$ cat config.mk
export PLATFORM = sky130hd
export DESIGN_NAME = cbus_arbiter_flat
export DESIGN_NICKNAME = d
export VERILOG_FILES = /design/src/rtl/cbus_arbiter_if.sv /design/src/rtl/cbus_arbiter.sv /design/src/flat_wrapper.sv
export SDC_FILE = /design/constraint.sdc
export NUM_CORES = 1
export LEC_CHECK = 0
export ABC_CLOCK_PERIOD_IN_PS = 1600
export CAP_MARGIN = 20
export CORE_AREA = 2 2 128 130
export DETAILED_ROUTE_END_ITERATION = 8
export DIE_AREA = 0 0 130 132
export DONT_BUFFER_PORTS = 1
export GPL_TIMING_DRIVEN = 1
export SLEW_MARGIN = 30
export SYNTH_ARGS = -nofsm -noshare
export SYNTH_HDL_FRONTEND = slang
export SYNTH_SLANG_ARGS = --single-unit
$ cat constraint.sdc
create_clock -name clk -period 1.6 [get_ports clk]
set_input_delay 0.32 -clock clk [delete_from_list [all_inputs] [get_ports clk]]
set_output_delay 0.32 -clock clk [all_outputs]
set_load 0.005 [all_outputs]
$ cat src/rtl/cbus_arbiter_if.sv
// CBus request/response types and the bus interface that bundles them.
// A "master" drives a request and receives a response; a "slave" does the
// reverse. The arbiter is a slave towards both CPU-side masters and a
// master towards the CBus-to-AXI converter.
package cbus_pkg;

   typedef struct packed {
      logic        valid;
      logic        is_write;
      logic [2:0]  size;
      logic [31:0] addr;
      logic [3:0]  strobe;
      logic [31:0] data;
      logic [3:0]  len;
   } cbus_req_t;

   typedef struct packed {
      logic        ready;
      logic        last;
      logic [31:0] data;
   } cbus_resp_t;

endpackage

interface cbus_if;
   import cbus_pkg::*;

   cbus_req_t  req;
   cbus_resp_t resp;

   modport master (output req, input  resp);
   modport slave  (input  req, output resp);
endinterface

$ cat src/rtl/cbus_arbiter.sv
// Two-master CBus arbiter. The instruction (ibus) and data (dbus) masters
// share one downstream CBus port (obus). A grant is decided in IDLE,
// registered, and held until the converter returns the beat with last=1.
// Ties are broken round-robin; INIT_PRIO picks the winner of the first
// tie after reset. Responses pass through combinationally, so the arbiter
// adds no latency to data beats.
module cbus_arbiter
   import cbus_pkg::*;
#(
   parameter bit INIT_PRIO = 1'b1   // 0 = instruction, 1 = data
) (
   input  logic    clk,
   input  logic    resetn,
   cbus_if.slave   ibus,
   cbus_if.slave   dbus,
   cbus_if.master  obus
);

   typedef enum logic {
      IDLE = 1'b0,
      BUSY = 1'b1
   } state_t;

   state_t r_state;
   state_t w_state_nxt;
   logic   r_owner;        // 0 = instruction, 1 = data
   logic   w_owner_nxt;
   logic   r_last;         // master granted by the most recent completed transaction
   logic   w_last_nxt;
   logic   w_beat_done;

   assign w_beat_done = obus.resp.ready && obus.resp.last;

   // State, owner and last-granted registers; reset abandons any transaction.
   // NOTE: non-blocking assignments here so every register samples the
   // pre-edge values regardless of statement order.
   always_ff @(posedge clk or negedge resetn) begin
      if (!resetn) begin
         r_state <= IDLE;
         r_owner <= 1'b0;
         r_last  <= ~INIT_PRIO;
      end else begin
         r_state <= w_state_nxt;
         r_owner <= w_owner_nxt;
         r_last  <= w_last_nxt;
      end
   end

   // Next-state: grant in IDLE (round-robin on a tie), release on the last beat.
   // NOTE: every output gets a default first, so no path can infer a latch.
   always_comb begin
      w_state_nxt = r_state;
      w_owner_nxt = r_owner;
      w_last_nxt  = r_last;
      case (r_state)
         IDLE: begin
            if (ibus.req.valid || dbus.req.valid) begin
               w_state_nxt = BUSY;
               if (ibus.req.valid && dbus.req.valid) begin
                  w_owner_nxt = ~r_last;
               end else begin
                  w_owner_nxt = dbus.req.valid;
               end
            end
         end
         BUSY: begin
            // The owner's valid is deliberately ignored: only last ends a burst.
            if (w_beat_done) begin
               w_state_nxt = IDLE;
               w_last_nxt  = r_owner;
            end
         end
         default: begin
            w_state_nxt = IDLE;
         end
      endcase
   end

   // Datapath: forward the owner's request and route the response back to it.
   always_comb begin
      obus.req  = '0;
      ibus.resp = '0;
      dbus.resp = '0;
      if (r_state == BUSY) begin
         if (r_owner) begin
            obus.req  = dbus.req;
            dbus.resp = obus.resp;
         end else begin
            obus.req  = ibus.req;
            ibus.resp = obus.resp;
         end
      end
   end

endmodule

$ cat src/flat_wrapper.sv
// flat-port wrapper written by rule: the top's interface ports become plain ports
module cbus_arbiter_flat import cbus_pkg::*;
#(
   parameter bit INIT_PRIO = 1'b1                               
)
  (clk, resetn, ibus_req, ibus_resp, dbus_req, dbus_resp, obus_req, obus_resp);
  cbus_if ibus_i ();
  cbus_if dbus_i ();
  cbus_if obus_i ();
  input  logic clk;
  input  logic resetn;
  input wire logic [$bits(ibus_i.req)-1:0] ibus_req;
  output wire logic [$bits(ibus_i.resp)-1:0] ibus_resp;
  input wire logic [$bits(dbus_i.req)-1:0] dbus_req;
  output wire logic [$bits(dbus_i.resp)-1:0] dbus_resp;
  output wire logic [$bits(obus_i.req)-1:0] obus_req;
  input wire logic [$bits(obus_i.resp)-1:0] obus_resp;
  assign ibus_i.req = ibus_req;
  assign ibus_resp = ibus_i.resp;
  assign dbus_i.req = dbus_req;
  assign dbus_resp = dbus_i.resp;
  assign obus_req = obus_i.req;
  assign obus_i.resp = obus_resp;
  cbus_arbiter #(.INIT_PRIO(INIT_PRIO)) u_core (.clk(clk), .resetn(resetn), .ibus(ibus_i), .dbus(dbus_i), .obus(obus_i));
endmodule
# Word-level counts from Yosys, hierarchy flattened
# Cells that the tools add are included.
dict set report totals {
  word_cells 20
  mem_count 0
  latch_bits 0
  out_inout_bits 145
  romBits 0
  reg_bits 3
  inputBits 190
  ram_bits 0
}
dict set report op_classes {
  div_mod_pow 0
  n_lt_le_gt_ge 0
  bitwise_logic 2
  shifts 0
  eq_ne 0
  n_mul 0
  muxes 10
  reduce_logical 5
  addsub 0
}
# cell count
set ops {}
lappend ops {{77-bit 2-to-1 mux} 2}
lappend ops {{34-bit 2-to-1 mux} 4}
lappend ops {{2-bit AND reduction} 2}
lappend ops {{1-bit 2-to-1 mux} 3}
lappend ops {{1-bit logical AND} 2}
lappend ops {{1-bit NOT} 2}
lappend ops {{1-bit case mux with 2 select lines} 1}
lappend ops {{1-bit logical OR} 1}

# Depth between registers and ports, before layout
# Gate-level depths: netlist of the first run.
dict set report logic_depth {
  word_depth 3
  depth_mapped 5
  depth_no_buf 2
}

# Least setup slack after synthesis of the first run
# No wires, ideal clock.
dict set report synth_path {
  kind {reg-to-output}
  startpoint {register u_core.r_owner}
  endpoint {output obus_req[43]}
  required_time_ns 1.280
  stages_incl_launch_ff 6
  arrival_ns 0.993
  slack_ns 0.287
  path_buffers 3
  path_cell_list {dfrtp_1 -> buf_4 -> buf_8 -> buf_12 -> mux2i_1 -> nor2_1}
}
dict set report synth_via {
  elab_chain_len 2
}
# item line_no
set synth_rtl {}
lappend synth_rtl {{from (decl)} cbus_arbiter.sv:26} ;# logic r_owner;
lappend synth_rtl {{from (signal assigned)} cbus_arbiter.sv:44} ;# r_owner <= w_owner_nxt;
lappend synth_rtl {{77-bit 2-to-1 mux} cbus_arbiter.sv:85} ;# if (r_owner) begin
lappend synth_rtl {{77-bit 2-to-1 mux} cbus_arbiter.sv:84} ;# if (r_state == BUSY) begin
lappend synth_rtl {{to (decl)} flat_wrapper.sv:16} ;# output wire logic [$bits(obus_i.req)-1:0] obus_req;
# No other way between the ends.

# Final worst setup path of the first run
dict set report layout_path {
  startpoint {register u_core.r_owner}
  endpoint {output obus_req[71]}
}
# The elaborated chain is that of the path after synthesis.

==> results.txt, run 1 <==
IO buf count - 0
Initial Util - 11.6%
Drt via density - 4.21
Slew of the pin with the lowest slew margin - 0.207 ns
Required arrival time at the worst endpoint - 1.28 ns
Uppermost routed layer - met5
Max capacitance violation total - 0
Total routed wirelength - 8860 um
Detailed placement HPWL - 6560 um
Seq cells post-synth - 3
Clock buffer depth - 2
Number of buffers inserted during clock tree synthesis - 3
Synthesized net count - 452
Post-Syn Area - 1820 um^2
Final clock period utilization by the worst path - 109%
Via count of the first global-routing pass - 1821
Root Driver - sky130_fd_sc_hd__clkbuf_16
Maximum vdd ir drop - 0.000401 V
Floorplan die height - 132 um
Weighted congestion reported at the end of routability-driven placement - 0.856
WS Path Type - reg2out
Fin Hold WS - 0.248 ns
First-pass GRT wire length - 11000 um
Detailed-routing wirelength on met1 - 3200 um
Clock tree from TritonCTS - done
Nature of the critical path endpoint - output port
Gate count of the mapped netlist - 262
Global-route usage over all layers - 8.96%
Final cell utilization of the core - 16.0%
Antenna violation net count after detailed routing - 0
Post-detailed-route DRC marker count - 0
Average cell area after synthesis - 6.95 um^2
Total number of yosys warnings - 0
Number of failing setup endpoints in the final timing report - 131
Number of primary I/O pins - 335
Routed wl met3 - 1020 um
Skew final - 0.00122 ns
Drt pass-1 iters - 4
Number of antenna violations at the first check in global routing - 1
Beginning of the critical path - u_core.r_owner
Drt wl/cell - 18.1 um
Flop-to-flop setup slack - 0.24 ns
Total die area - 17200 um^2
Post-synth top area cell - sky130_fd_sc_hd__mux2i_1
Standby leakage power - 0.00124 uW
Yosys top cell area share - 42.3%
Site row count - 46
PD cells - 1120 nW/um^2
Relative slew slack - 86.2%
Ratio of cells with drive above 1 in the final layout - 16.8%
Post-layout total power - 2820 uW
Max Fclk - 575 MHz
Chip Width - 130 um
Synth-to-layout area growth - 38.2%
Hold path start - ibus_req[76]
Max-slew violations - 0
Via Count - 2059
Latest clock arrival within the worst-skew pair - 0.22 ns
Register clock-pin slew on the reported worst setup and hold paths - 0.03 ns
Hold/Removal Path Class - in2reg
Worst Path Arrival - 1.42 ns
Reg-to-reg critical path startpoint - u_core.r_owner
Type of element launching the critical path - flop
Tmin final - 1.74 ns
Met2 wire length - 4290 um
Final std cell area, no fill - 2520 um^2
Antenna fix cells - 0
Result of the run - finished with violations
Largest net degree at the start of global routing - 46
Yosys cell types - 19
Grt total ovfl - 0
Std-Cell Core Area - 15700 um^2
Minimum setup slack in the final design - -0.139 ns
Placed Area - 2100 um^2
Dpl ws - -0.0613 ns
Cells taking the most area after synthesis - sky130_fd_sc_hd__mux2i_1 42%, sky130_fd_sc_hd__nor2_1 16%, sky130_fd_sc_hd__and3_1 12%, sky130_fd_sc_hd__and2_1 11%, sky130_fd_sc_hd__dfrtp_1 4.1%
Post-layout nets - 464
Deepest level of the CTS H-tree - 1
Violations in the final reports - setup timing
Iteration-0 DRC count of the detailed router - 73
Sequential element share of the synthesized area - 4.12%
Number of sinks on the clock net - 3
Setup repair after global routing missed its margin - yes
Crit path max fanout - 8
Fin. Hold Viols - 0
==> cell type report <==
type | instances | area, um^2
repair buffers | 35 | 517
inverters | 1 | 3.75
well taps | 216 | 270
multi-input cells | 230 | 1570
flip-flops and latches | 3 | 78.8
fillers | 1779 | 13200
clock buffers | 4 | 78.8
==> cell usage after synthesis <==
cell / count
sky130_fd_sc_hd__nand2b_1: 1
sky130_fd_sc_hd__mux2_2: 1
sky130_fd_sc_hd__nand2_1: 2
sky130_fd_sc_hd__and3_1: 34
sky130_fd_sc_hd__inv_2: 1
sky130_fd_sc_hd__clkbuf_2: 3
sky130_fd_sc_hd__buf_12: 3
sky130_fd_sc_hd__clkbuf_1: 12
sky130_fd_sc_hd__nand3_1: 1
sky130_fd_sc_hd__mux2i_1: 77
sky130_fd_sc_hd__nor2b_4: 1
sky130_fd_sc_hd__a32o_1: 1
sky130_fd_sc_hd__nor2_1: 78
sky130_fd_sc_hd__and2_1: 33
sky130_fd_sc_hd__buf_8: 1
sky130_fd_sc_hd__buf_2: 2
sky130_fd_sc_hd__buf_4: 7
sky130_fd_sc_hd__o31a_1: 1
sky130_fd_sc_hd__dfrtp_1: 3
==> through the flow <==
| step | std cells | setup TNS [ns] |
|---|---|---|
| 6_report | 489 | -9.71 |
| 5_1_grt | 489 | -15.57 |
| 4_1_cts | 485 | -10.04 |
| 3_5_place_dp | 468 | -0.0613 |
| 3_3_place_gp | 468 | -0.0212 |
| 2_1_floorplan | 262 | 0 |
==> power by group <==
group	total (uW)	internal [uW]	switching (uW)
clock	397	329	68.5
sequential	138	102	35.3
combinational	2290	1210	1080
total	2820	1640	1180
==> cell usage in the layout, fill, tap and decap left out, types with 2 or more instances in the layout <==
| master | netlist | layout |
|---|---|---|
| sky130_fd_sc_hd__and2_1 | 33 | 31 |
| sky130_fd_sc_hd__and2_4 | 0 | 2 |
| sky130_fd_sc_hd__and3_1 | 34 | 34 |
| sky130_fd_sc_hd__buf_12 | 3 | 4 |
| sky130_fd_sc_hd__buf_16 | 0 | 7 |
| sky130_fd_sc_hd__buf_4 | 7 | 17 |
| sky130_fd_sc_hd__buf_6 | 0 | 3 |
| sky130_fd_sc_hd__clkbuf_16 | 0 | 4 |
| sky130_fd_sc_hd__dfrtp_1 | 3 | 2 |
| sky130_fd_sc_hd__mux2i_1 | 77 | 75 |
| sky130_fd_sc_hd__nand2_1 | 2 | 2 |
| sky130_fd_sc_hd__nor2_1 | 78 | 77 |
==> path summary, 6_finish.rpt <==
kind,depth (start not counted),end
setup / recovery,5,obus_req[71]
setup reg to reg,3,u_core.r_last
max in group asynchronous,1,u_core.r_owner
hold reg to reg,1,u_core.r_last
hold / removal,1,u_core.r_state
min in group asynchronous,1,u_core.r_state
==> cells by family (layout without fill, tap and decap cells) <==
kind of cell,count (synthesis),after routing,share of synthesized area [%]
simple gates,150,150,40.9
buf+inv,29,40,11.1
flops,3,3,4.12
compound gates,2,2,1.03
mux,78,78,42.9
==> repair_timing <==
| item | in CTS | in global routing |
|---|---|---|
| endpoints found under the hold margin | 3 | 0 |
| gates resized for setup | 16 | 5 |
| cloned | 6 | 1 |
| setup buffers | 7 | 3 |
| setup endpoints to repair | 103 | 133 |
| hold buffers | 1 | 0 |
| pin swaps | 9 | 16 |
==> per-layer routing <==
metal  global-route usage [%]  vias to the layer above
met5                        0                        -
met4                     4.00                        2
met1                     9.24                      917
met2                     15.4                      212
met3                     4.06                       23
li1                         -                      905
==> state kept, by name, summed over array words and instances, names as in the netlist <==
signal and flops:
u_core.r_last 1, u_core.r_owner 1, u_core.r_state 1
==> critical path, cell delays in order, from the launching register on <==
cell and delay [ns]:
sky130_fd_sc_hd__dfrtp_4 0.53, sky130_fd_sc_hd__buf_16 0.18, sky130_fd_sc_hd__buf_12 0.14, sky130_fd_sc_hd__mux2i_1 0.14, sky130_fd_sc_hd__nor2_1 0.05, sky130_fd_sc_hd__buf_4 0.14
Note: power is estimated with default switching activity, not from simulation.
==> run 2: changes to the inputs <==
--- a/config.mk
+++ b/config.mk
@@ -12,6 +12,7 @@
 export DIE_AREA = 0 0 130 132
 export DONT_BUFFER_PORTS = 1
 export GPL_TIMING_DRIVEN = 1
+export MAX_ROUTING_LAYER = met4
 export SLEW_MARGIN = 30
 export SYNTH_ARGS = -nofsm -noshare
 export SYNTH_HDL_FRONTEND = slang
==> results.txt, run 2 (synthesis results as in run 1) <==
Result of the run - finished with violations
Violations in the final reports - setup timing
Number of sinks on the clock net - 3
Storage cell area - 78.8 um^2
Drt via density - 4.20
Root Driver - sky130_fd_sc_hd__clkbuf_16
Largest net degree at the start of global routing - 46
Tmin final - 1.74 ns
Crit path max fanout - 8
Most common cell after layout, fill and taps aside - sky130_fd_sc_hd__nor2_1
Final std cell area, no fill - 2520 um^2
Beginning of the critical path - u_core.r_owner
Detailed placement HPWL - 6560 um
Weighted congestion reported at the end of routability-driven placement - 0.870
Chip Width - 130 um
Number of failing setup endpoints in the final timing report - 131
Post-detailed-route DRC marker count - 0
Final clock period utilization by the worst path - 109%
Number of cells in the finished layout apart from fillers - 490
Relative slew slack - 86.2%
Number of primary I/O pins - 335
Reg-to-reg critical path startpoint - u_core.r_owner
Fin. Hold Viols - 0
Std-Cell Core Area - 15700 um^2
Minimum setup slack in the final design - -0.139 ns
Family of cells with the greatest summed delay on the critical path - flip-flops
Total placed cells including tap cells - 468
Synth-to-layout area growth - 38.3%
Antenna violation net count after detailed routing - 0
Initial Util - 11.6%
IO buf count - 0
Grt total ovfl - 0
Max-slew violations - 0
Post-layout nets - 464
Clock tree from TritonCTS - done
Total die area - 17200 um^2
Standby leakage power - 0.00124 uW
Worst Path Arrival - 1.42 ns
Largest stage delay, worst path - 0.53 ns
Post-layout total power - 2820 uW
Maximum vdd ir drop - 0.000400 V
Via count of the first global-routing pass - 1835
Slew of the pin with the lowest slew margin - 0.207 ns
Total routed wirelength - 8860 um
Filler Cell Count - 1779
Setup repair after global routing missed its margin - yes
Hold/Removal Path Class - in2reg
Register clock-pin slew on the reported worst setup and hold paths - 0.03 ns
Worst setup path end - obus_req[71]
First-pass GRT wire length - 10900 um
Placed Area - 2100 um^2
Drt wl/cell - 18.1 um
Nature of the critical path endpoint - output port
Flop-to-flop setup slack - 0.24 ns
Deepest level of the CTS H-tree - 1
Number of antenna violations at the first check in global routing - 1
Clock buffer depth - 2
Master of the slowest instance on the critical path - sky130_fd_sc_hd__dfrtp_4
PD cells - 1120 nW/um^2
Iteration-0 DRC count of the detailed router - 83
Total Neg Setup Slack - -9.67 ns
Endpoint of the lowest-slack register-to-register path - u_core.r_last
Type of element launching the critical path - flop
Ratio of cells with drive above 1 in the final layout - 16.8%
Number of buffers inserted during clock tree synthesis - 3
Floorplan die height - 132 um
Drt pass-1 iters - 4
Skew final - 0.00123 ns
Site row count - 46
Most used cells in the layout excluding fill and tap cells - 77 x sky130_fd_sc_hd__nor2_1, 75 x sky130_fd_sc_hd__mux2i_1, 34 x sky130_fd_sc_hd__and3_1
Max Fclk - 575 MHz
Biggest registers after layout - u_core.r_last (1), u_core.r_owner (1), u_core.r_state (1)
List of cells traversed by the critical path - buf_16 > buf_12 > mux2i_1 > nor2_1 > buf_4
Global-route usage over all layers - 9.19%
R2R depth - 3
Levels on crit path - 5
Latest clock arrival within the worst-skew pair - 0.22 ns
Via Count - 2058
Required arrival time at the worst endpoint - 1.28 ns
Max capacitance violation total - 0
Final cell utilization of the core - 16.0%
Multi-input logic area - 1570 um^2
Critical path buffer and inverter count - 3
WS Path Type - reg2out
-- run 2: what timing repair did --
item                                   in CTS  in global routing
buffers inserted                            7                  3
pin swaps                                   9                 18
gates resized for setup                    16                  5
gates cloned                                6                  1
setup endpoints to repair                 103                133
endpoints found under the hold margin       3                  0
hold buffers                                1                  0
-- run 2: area by class of cell --
| type | instances | area share (%) |
|---|---|---|
| multi-input combinational | 230 | 62.3 |
| antenna | 1 | 0.0993 |
| timing repair buffer | 35 | 20.5 |
| clock buffer | 4 | 3.13 |
| inverter | 1 | 0.149 |
| sequential | 3 | 3.13 |
| tap | 216 | 10.7 |
-- run 2: how the worst min path moves through the flow --
stage,from,endpoint,slack (ns),depth (start not counted)
floorplan,resetn,u_core.r_last,0.02,0
finish,ibus_req[76],u_core.r_state,0.25,1
global placement,resetn,u_core.r_state,0.03,0
global route,ibus_req[76],u_core.r_state,0.25,1
CTS,ibus_req[76],u_core.r_state,0.24,1
detailed placement,resetn,u_core.r_state,0.03,0
-- run 2: stage by stage --
stage / setup WS [ns] / hold slack (ns)
after detailed placement: -0.0613 / 0.0251
after floorplan: 0.287 / 0.0244
after CTS: -0.157 / 0.245
after global placement: -0.0212 / 0.0252
after global routing: -0.199 / 0.254
final: -0.139 / 0.248
-- run 2: report_power, final --
group / internal [uW] / switching, uW / leakage (uW)
combinational: 1210 / 1080 / 0.00117
sequential: 102 / 35.3 / 0.0000329
clock: 329 / 68.3 / 0.0000382
total: 1640 / 1180 / 0.00124
-- run 2: routing by layer --
metal  GRT usage [%]  wire [um]  up-vias
li1                -          -      906
met1            9.29       3220      913
met2            15.4       4250      216
met3            3.73       1030       23
met4            4.12        358        0
met5               -          0        -
==> run 3: changes to the inputs <==
--- a/config.mk
+++ b/config.mk
@@ -7,9 +7,9 @@
 export LEC_CHECK = 0
 export ABC_CLOCK_PERIOD_IN_PS = 1600
 export CAP_MARGIN = 20
-export CORE_AREA = 2 2 128 130
+export CORE_AREA = 2 2 130 132
 export DETAILED_ROUTE_END_ITERATION = 8
-export DIE_AREA = 0 0 130 132
+export DIE_AREA = 0 0 132 134
 export DONT_BUFFER_PORTS = 1
 export GPL_TIMING_DRIVEN = 1
 export MAX_ROUTING_LAYER = met4
==> results.txt, run 3 (synthesis results as in run 1) <==
Worst hold stages - 1
Number of antenna violations at the first check in global routing - 1
Weighted congestion reported at the end of routability-driven placement - 0.806
PD cells - 1100 nW/um^2
Synth-to-layout area growth - 45.6%
First-pass GRT wire length - 10400 um
Iteration-0 DRC count of the detailed router - 122
Drt wl/cell - 17.7 um
Floorplan die height - 134 um
Fin. Hold Viols - 0
Initial Util - 11.2%
Critical path buffer and inverter count - 2
Post-layout nets - 466
Detailed placement HPWL - 6440 um
Number of primary I/O pins - 335
Register clock-pin slew on the reported worst setup and hold paths - 0.03 ns
Post-detailed-route DRC marker count - 0
Master of the slowest instance on the critical path - sky130_fd_sc_hd__dfrtp_4
Most common cell after layout, fill and taps aside - sky130_fd_sc_hd__nor2_1
Required arrival time at the worst endpoint - 1.28 ns
Grt total ovfl - 0
Beginning of the critical path - u_core.r_owner
Share of total power in the clock network - 13.6%
Setup repair after global routing missed its margin - yes
IO buf count - 0
List of cells traversed by the critical path - buf_16 > clkbuf_16 > mux2i_1 > nor2_1
Std-Cell Core Area - 16300 um^2
Violations in the final reports - setup timing
Drt via density - 4.18
Drt pass-1 iters - 4
Tmin final - 1.72 ns
Final cell utilization of the core - 16.3%
Deepest level of the CTS H-tree - 1
Antenna violation net count after detailed routing - 0
Via Count - 2074
Cell-internal power - 1740 uW
WS Path Type - reg2out
Dpl ws - 0.0638 ns
Layer with the highest usage after global routing - met2
Family of cells with the greatest summed delay on the critical path - flip-flops
Hold/Removal Path Class - in2reg
Final clock period utilization by the worst path - 107%
Sw Ratio - 40.4%
Most used cells in the layout excluding fill and tap cells - 77 x sky130_fd_sc_hd__nor2_1, 76 x sky130_fd_sc_hd__mux2i_1, 32 x sky130_fd_sc_hd__and2_1
Latest clock arrival within the worst-skew pair - 0.22 ns
Global-route usage over all layers - 8.08%
Met3 track demand over resource - 2.08%
Slew of the pin with the lowest slew margin - 0.259 ns
Biggest registers after layout - u_core.r_last (1), u_core.r_owner (1), u_core.r_state (1)
Relative slew slack - 82.8%
Minimum setup slack in the final design - -0.116 ns
Max-slew violations - 0
Clock buffer depth - 2
Result of the run - finished with violations
Standby leakage power - 0.00127 uW
Max capacitance violation total - 0
Worst Path Arrival - 1.40 ns
Filler Cell Count - 1836
R2R depth - 3
Global-route met2 utilization - 13.4%
GR Layer Usage met1 - 8.78%
Root Driver - sky130_fd_sc_hd__clkbuf_16
Total die area - 17700 um^2
Number of sinks on the clock net - 3
Clock tree from TritonCTS - done
Reg-to-reg critical path startpoint - u_core.r_state
Levels on crit path - 4
Logic pwr share - 81.7%
Via count of the first global-routing pass - 1754
Endpoint of the lowest-slack register-to-register path - u_core.r_last
Site row count - 47
Nature of the critical path endpoint - output port
Max Fclk - 583 MHz
Crit path max fanout - 17
Largest net degree at the start of global routing - 31
Switching power of the nets - 1180 uW
Sequential group share of total power - 4.8%
Ratio of cells with drive above 1 in the final layout - 22.9%
Number of failing setup endpoints in the final timing report - 137
Flop-to-flop setup slack - 0.23 ns
Worst setup path end - obus_req[41]
Number of buffers inserted during clock tree synthesis - 3
Largest stage delay, worst path - 0.53 ns
Total routed wirelength - 8760 um
Maximum vdd ir drop - 0.000393 V
Type of element launching the critical path - flop
Chip Width - 132 um
Skew final - 0.0000740 ns
run 3: cell count changes in the layout (fill, tap and decap cells not counted), sizes merged:
cell | before | now
buf | 32 | 29
bufbuf | 1 | 4
clkbuf | 5 | 7
run 3: layout make-up:
type                       count  area [um^2]  area share (%)
inverter                       1         6.26           0.236
timing repair buffer          37          571            21.5
tap                          220          275            10.4
antenna                        1         2.50          0.0943
clock buffer                   4         78.8            2.97
multi-input combinational    230         1640            61.8
sequential                     3         80.1            3.02
run 3: power groups by stage:
stage	Sequential [uW]	Clock, uW	Combinational [uW]
floorplan	105	0	1460
global placement	123	0	1710
detailed placement	126	0	1730
CTS	140	406	2120
global route	143	413	2540
finish	139	395	2380
run 3: how the worst min path moves through the flow:
stage                       startpoint              to  slack (ns)
after CTS                 ibus_req[76]  u_core.r_state        0.24
after global placement          resetn  u_core.r_state        0.02
after global routing      ibus_req[76]  u_core.r_state        0.24
final                     ibus_req[76]  u_core.r_state        0.24
after detailed placement        resetn  u_core.r_state        0.02
after floorplan                 resetn   u_core.r_last        0.02
run 3: metrics by stage:
| stage | cell area (um^2) | TNS [ns] | total power, uW | hold WS, ns | instances |
|---|---|---|---|---|---|
| after floorplan | 1820 | 0 | 1570 | 0.0244 | 262 |
| after global placement | 2130 | 0 | 1830 | 0.0245 | 474 |
| after detailed placement | 2130 | 0 | 1850 | 0.0245 | 474 |
| after CTS | 2450 | -11.54 | 2660 | 0.235 | 488 |
| after global routing | 2650 | -15.65 | 3100 | 0.239 | 496 |
| final | 2650 | -9.52 | 2920 | 0.237 | 496 |
run 3: layer usage:
metal	share of wire [%]	wire length [um]
met5	0	0
met4	5.2	451
met3	10	888
met2	49	4250
met1	36	3170
run 3: timing repair:
action | CTS | global route
hold buffers | 1 | 0
setup endpoints to repair | 82 | 139
pin swaps | 1 | 3
setup buffers | 4 | 3
gates resized for setup | 8 | 19
hold endpoints to repair | 3 | 0
gates cloned | 5 | 4
